### src/rtl/seg_scan_ctrl.sv
// Time-multiplexed scan scheduler for a shared BCD-to-7-segment decoder with gap insertion,
// leading-zero blanking and frame-aligned load/ack. Optional PWM dimming under SEG_SCAN_DIM_EN.
module seg_scan_ctrl #(
  parameter int unsigned NUM_DIGITS = 6,
  parameter int unsigned DIV        = 50000,
  parameter int unsigned DIV_W      = 16
) (
  input  logic                    clk,
  input  logic                    reset,
  input  logic [4*NUM_DIGITS-1:0] bcd_in,
  input  logic                    load,
  input  logic                    blank_lz,
`ifdef SEG_SCAN_DIM_EN
  input  logic [2:0]              brightness,
`endif
  output logic                    load_ack,
  output logic [3:0]              dig_code,
  output logic [NUM_DIGITS-1:0]   dig_an,
  output logic                    frame_start
);

  localparam int unsigned IdxW = (NUM_DIGITS > 1) ? $clog2(NUM_DIGITS) : 1;
  localparam logic [IdxW-1:0] LastIdx = IdxW'(NUM_DIGITS - 1);
  localparam logic [DIV_W-1:0] LastTick = DIV_W'(DIV - 1);

  typedef enum logic [1:0] {StIdle, StScan, StGap} state_e;

  state_e                  state_q, state_d;
  logic [IdxW-1:0]         idx_q, idx_d;
  logic [DIV_W-1:0]        presc_q, presc_d;
  logic [4*NUM_DIGITS-1:0] active_q, active_d;
  logic [4*NUM_DIGITS-1:0] pending_q, pending_d;
  logic                    pend_vld_q, pend_vld_d;

  logic                    load_ack_d, frame_start_d;
  logic [3:0]              dig_code_d;
  logic [NUM_DIGITS-1:0]   dig_an_d;

  logic                    enter_scan;
  logic                    apply;
  logic                    an_on;

  // Invalid nibbles blank; digit i>0 blanks when it and every higher nibble is zero.
  function automatic logic [3:0] eff_code(input logic [4*NUM_DIGITS-1:0] val,
                                          input logic [IdxW-1:0]         sel,
                                          input logic                    lz);
    logic       upper_zero;
    logic [3:0] nib;
    logic [3:0] res;
    upper_zero = 1'b1;
    res        = 4'hF;
    for (int i = int'(NUM_DIGITS) - 1; i >= 0; i--) begin
      nib        = val[4*i +: 4];
      upper_zero = upper_zero && (nib == 4'h0);
      if (sel == IdxW'(i)) begin
        if (nib > 4'd9) begin
          res = 4'hF;
        end else if (lz && (i != 0) && upper_zero) begin
          res = 4'hF;
        end else begin
          res = nib;
        end
      end
    end
    return res;
  endfunction

`ifdef SEG_SCAN_DIM_EN
  logic [2:0] pwm_q, pwm_d;

  assign pwm_d = pwm_q + 3'd1;
  // Anode register is loaded with pwm_d, matching the counter value visible in that cycle.
  assign an_on = (pwm_d <= brightness);

  always_ff @(posedge clk) begin
    if (reset) begin
      pwm_q <= 3'd0;
    end else begin
      pwm_q <= pwm_d;
    end
  end
`else
  assign an_on = 1'b1;
`endif

  // State register.
  always_ff @(posedge clk) begin
    if (reset) begin
      state_q     <= StIdle;
      idx_q       <= '0;
      presc_q     <= '0;
      active_q    <= '1;
      pending_q   <= '1;
      pend_vld_q  <= 1'b0;
      load_ack    <= 1'b0;
      frame_start <= 1'b0;
      dig_code    <= 4'hF;
      dig_an      <= '1;
    end else begin
      state_q     <= state_d;
      idx_q       <= idx_d;
      presc_q     <= presc_d;
      active_q    <= active_d;
      pending_q   <= pending_d;
      pend_vld_q  <= pend_vld_d;
      load_ack    <= load_ack_d;
      frame_start <= frame_start_d;
      dig_code    <= dig_code_d;
      dig_an      <= dig_an_d;
    end
  end

  // Next-state logic.
  always_comb begin
    state_d    = state_q;
    idx_d      = idx_q;
    presc_d    = presc_q;
    active_d   = active_q;
    pending_d  = pending_q;
    pend_vld_d = pend_vld_q;
    enter_scan = 1'b0;
    apply      = 1'b0;

    unique case (state_q)
      StIdle: begin
        if (load) begin
          active_d   = bcd_in;
          state_d    = StScan;
          idx_d      = '0;
          presc_d    = '0;
          enter_scan = 1'b1;
          apply      = 1'b1;
        end
      end
      StScan: begin
        if (presc_q == LastTick) begin
          presc_d = '0;
          state_d = StGap;
        end else begin
          presc_d = presc_q + DIV_W'(1);
        end
      end
      StGap: begin
        state_d    = StScan;
        enter_scan = 1'b1;
        if (idx_q == LastIdx) begin
          idx_d = '0;
          if (pend_vld_q) begin
            active_d   = pending_q;
            pend_vld_d = 1'b0;
            apply      = 1'b1;
          end
        end else begin
          idx_d = idx_q + IdxW'(1);
        end
      end
      default: begin
        state_d = StIdle;
      end
    endcase

    // A load taken at a boundary lands in pending after the old pending was applied.
    if (load && (state_q != StIdle)) begin
      pending_d  = bcd_in;
      pend_vld_d = 1'b1;
    end
  end

  // Output logic, registered alongside the state.
  always_comb begin
    load_ack_d    = apply;
    frame_start_d = enter_scan && (idx_d == '0);
    dig_code_d    = 4'hF;
    dig_an_d      = '1;
    if (state_d == StScan) begin
      dig_code_d      = enter_scan ? eff_code(active_d, idx_d, blank_lz) : dig_code;
      dig_an_d[idx_d] = ~an_on;
    end
  end

endmodule
### config.mk
export PLATFORM = sky130hd
export DESIGN_NAME = seg_scan_ctrl
export DESIGN_NICKNAME = d
export VERILOG_FILES = /design/src/rtl/seg_scan_ctrl.sv
export SDC_FILE = /design/constraint.sdc
export NUM_CORES = 1
export LEC_CHECK = 0
export ABC_AREA = 0
export CORE_UTILIZATION = 50
export DETAILED_ROUTE_END_ITERATION = 10
export GPL_TIMING_DRIVEN = 0
export PLACE_DENSITY = 0.79
export SLEW_MARGIN = 15
export SYNTH_ARGS = -nofsm -noshare
export SYNTH_HDL_FRONTEND = slang
export SYNTH_SLANG_ARGS = --single-unit
### constraint.sdc
create_clock -name clk -period 8.1 [get_ports clk]
set_input_delay 2.43 -clock clk [delete_from_list [all_inputs] [get_ports clk]]
set_output_delay 2.43 -clock clk [all_outputs]
set_load 0.02 [all_outputs]
==> qor.yml <==
status: "finished, final reports clean"
core-area_mm2: 0.00789
r2r_cells: 8
clk_pin_slew_worst_paths_ns: 0.09
dieWidth_um: 93.0
r2r_end: "dig_code[1]$_SDFFE_PP1P_"
maxCapViolCount: 0
gr-total-overflow: 0
crit_path_top_delay_cell: "nor3b_2"
max_clock_freq_ghz: 0.213
h-tree-depth: 3
final_core_util: 0.611
firstDrtPassIters: 6
grt_pass1_vias: 3907
n_antenna_cell: 0
path_cells: "buf_2 > nor3b_2 > a21oi_2 > clkbuf_1 > a21oi_1 > a21oi_1 > nor3_1 > o21ai_0 > a2bb2oi_1 > o32a_1"
finalWirelength_um: 11600
remaining_drc_errors: 0
fin_cells: 657
cts_tree: "yes"
wl_per_cell_um: 17.7
power_mw: 0.846
mappedNetlistNets: 531
clkLatencyLatePin_ns: 0.37
crit_end: "dig_code[0]$_SDFFE_PP1P_"
cts_hold_buf: 0
max_slew_margin: 0.461
io_pins: 40
crit_path_end_kind: "register"
critPathMaxFanout: 10
critPathLaunchType: "input pin"
ir_worst_vdd_mv: 0.0869
drt_iter0_drc: 362
cts_resized: 0
startpoint: "load"
timing.rr.start: "state_q[0]$_SDFF_PP0_"
power_density_mw_per_mm2: 176
synthCells: 502
yosys_warnings: 0
required_ns: 8.37
rsz0062_at_grt: "no"
synth_edf_count: 0
async_flop_share: 0
drive_gt1_frac: 0.0883
finalCritPeriodShare: 0.581
hold_violations: 0
multi_input_area_mm2: 0.00232
ys_seq_area_frac: 0.396
antenna_found_initial: 0
ys_top_cells_by_area: "dfxtp_1 40%, nand2_1 7.1%, nand3b_1 4.9%"
finalSetupTns_ns: 0
final-max-slew-violation-count: 0
synthesis.area_mm2: 0.00414
hold_path_class: "register to register"
grt_first_pass_wirelength_um: 19100
layout.nets: 579
fin_crit_ns: 4.71
ys_types: 65
postRouteAntennaNets: 0
fillCellCount: 676
register_area_mm2: 0.00164
critPathArrivalTime_ns: 4.97
cts-root-buf: "clkbuf_8"
clockBufferDepth: 2
r2r_setup_slack_ns: 5.14
ys_seq_elements: 82
placed_area_mm2: 0.00464
dp_hpwl_um: 8350
hold_slack_ns: 0.474
cts.sink_count: 82
syn_avg_cell_area_um2: 8.25
area_growth_pct: 16.2
grtUsageTotal: 0.285
vias: 4050
setup_violations: 0
die_area_mm2: 0.00865
post-place-ws_ns: 3.04
fin_ws_ns: 3.39
p_leak_nw: 1.79
fin_skew_ns: 0.0101
synth-main-ff-cell: "dfxtp_1"
slowest_delay_ns: 0.48
fin_area_mm2: 0.00482
post-cts-setup-buffers: 0
cts_buffers: 9
worst_pin_slew_ns: 0.806
grt_max_degree: 16
place.port_buffers: 37
start_util: 0.525
num_rows: 32
synth_top_area_cell: "dfxtp_1"
die_h_um: 93.0
routed_via_density: 6.16
crit_type: "input pin to register"
crit_top_cell: "a21oi_1"
placed_cells: 641
place.gp.congestion: 0.919
synth_top_cell_area_share: 0.396
cell usage after synthesis, types with 11 or more instances:
library cell  count
nor3_1           13
nand2_1          78
or2_2            11
a32oi_1          12
nand3b_1         27
nand3_1          22
a21oi_1          18
nor2_1           41
clkbuf_1         21
nand2b_1         22
o21ai_0          17
dfxtp_1          82
critical path: cells and delay by family:
family          cells  cell delay (ns)
buf+inv             2             0.48
simple gates        2             0.63
compound gates      6             1.43
cells in the final DEF (no fill, tap or decap), types with 6 or more instances in the layout:
master / instances
and2_1: 7
o21ai_0: 17
nand2b_1: 22
clkdlybuf4s50_1: 37
nand4_1: 7
xor2_1: 8
clkbuf_1: 21
nand3b_1: 27
and3_1: 6
inv_1: 7
nor2_1: 41
a221o_1: 8
nand3_1: 22
a21oi_1: 18
dfxtp_1: 82
nor3_1: 13
or2_2: 11
nand2_1: 78
a32oi_1: 12
clkbuf_8: 9
or3_1: 6
registers in the layout (all words and copies together), names as in the netlist:
signal	cells
state_q	2
load_ack	1
pend_vld_q	1
dig_code	4
active_q	24
dig_an	6
frame_start	1
pending_q	24
idx_q	3
presc_q	16
power by group:
part	internal, mW	switching [mW]	total (mW)
combinational	0.0546	0.0787	0.133
sequential	0.424	0.0122	0.436
clock	0.113	0.163	0.276
total	0.592	0.254	0.846
worst min-delay path by stage:
stage                     cells after the start                  startpoint  slack, ns                         end
final                                         2  pending_q[22]$_SDFFE_PP1P_       0.47  pending_q[22]$_SDFFE_PP1P_
after global routing                          2   pending_q[4]$_SDFFE_PP1P_       0.50   pending_q[4]$_SDFFE_PP1P_
after CTS                                     2  pending_q[22]$_SDFFE_PP1P_       0.48  pending_q[22]$_SDFFE_PP1P_
after detailed placement                      2  pending_q[22]$_SDFFE_PP1P_       0.46  pending_q[22]$_SDFFE_PP1P_
after global placement                        2  pending_q[22]$_SDFFE_PP1P_       0.44  pending_q[22]$_SDFFE_PP1P_
after floorplan                               2   pending_q[7]$_SDFFE_PP1P_       0.43   pending_q[7]$_SDFFE_PP1P_
layer usage:
metal  wire [um]  vias to the layer above  part of all wire  global-route usage
met5           0                        -                 0                   0
met4         420                        0             0.036               0.132
met3         844                       40             0.073              0.0545
met2        5390                      171              0.46               0.468
met1        4970                     1909              0.43               0.362
li1            -                     1930                 -                   -
final cells by class:
cell class                      instances  share of cell area
Buffer                                 31              0.0309
Clock buffer                            9              0.0257
Clock inverter                          7              0.0107
Inverter                                8             0.00624
Multi-Input combinational cell        381               0.482
Sequential cell                        82               0.341
Tap cell                              102              0.0265
Timing Repair Buffer                   37              0.0769
cell families (layout without fill, tap and decap cells):
kind of cell             after synthesis  count (layout)  synth area share
AO/OA/AOI/OAI                        109             109             0.200
XOR/XNOR                              10              10            0.0211
adder cells (fa/ha/maj)                1               1           0.00302
flip-flops                            82              82             0.396
AND/OR/NAND/NOR                      260             260             0.334
buffers and inverters                 39              92            0.0432
multiplexers                           1               1           0.00272
Power figures use the tool's default switching activity.
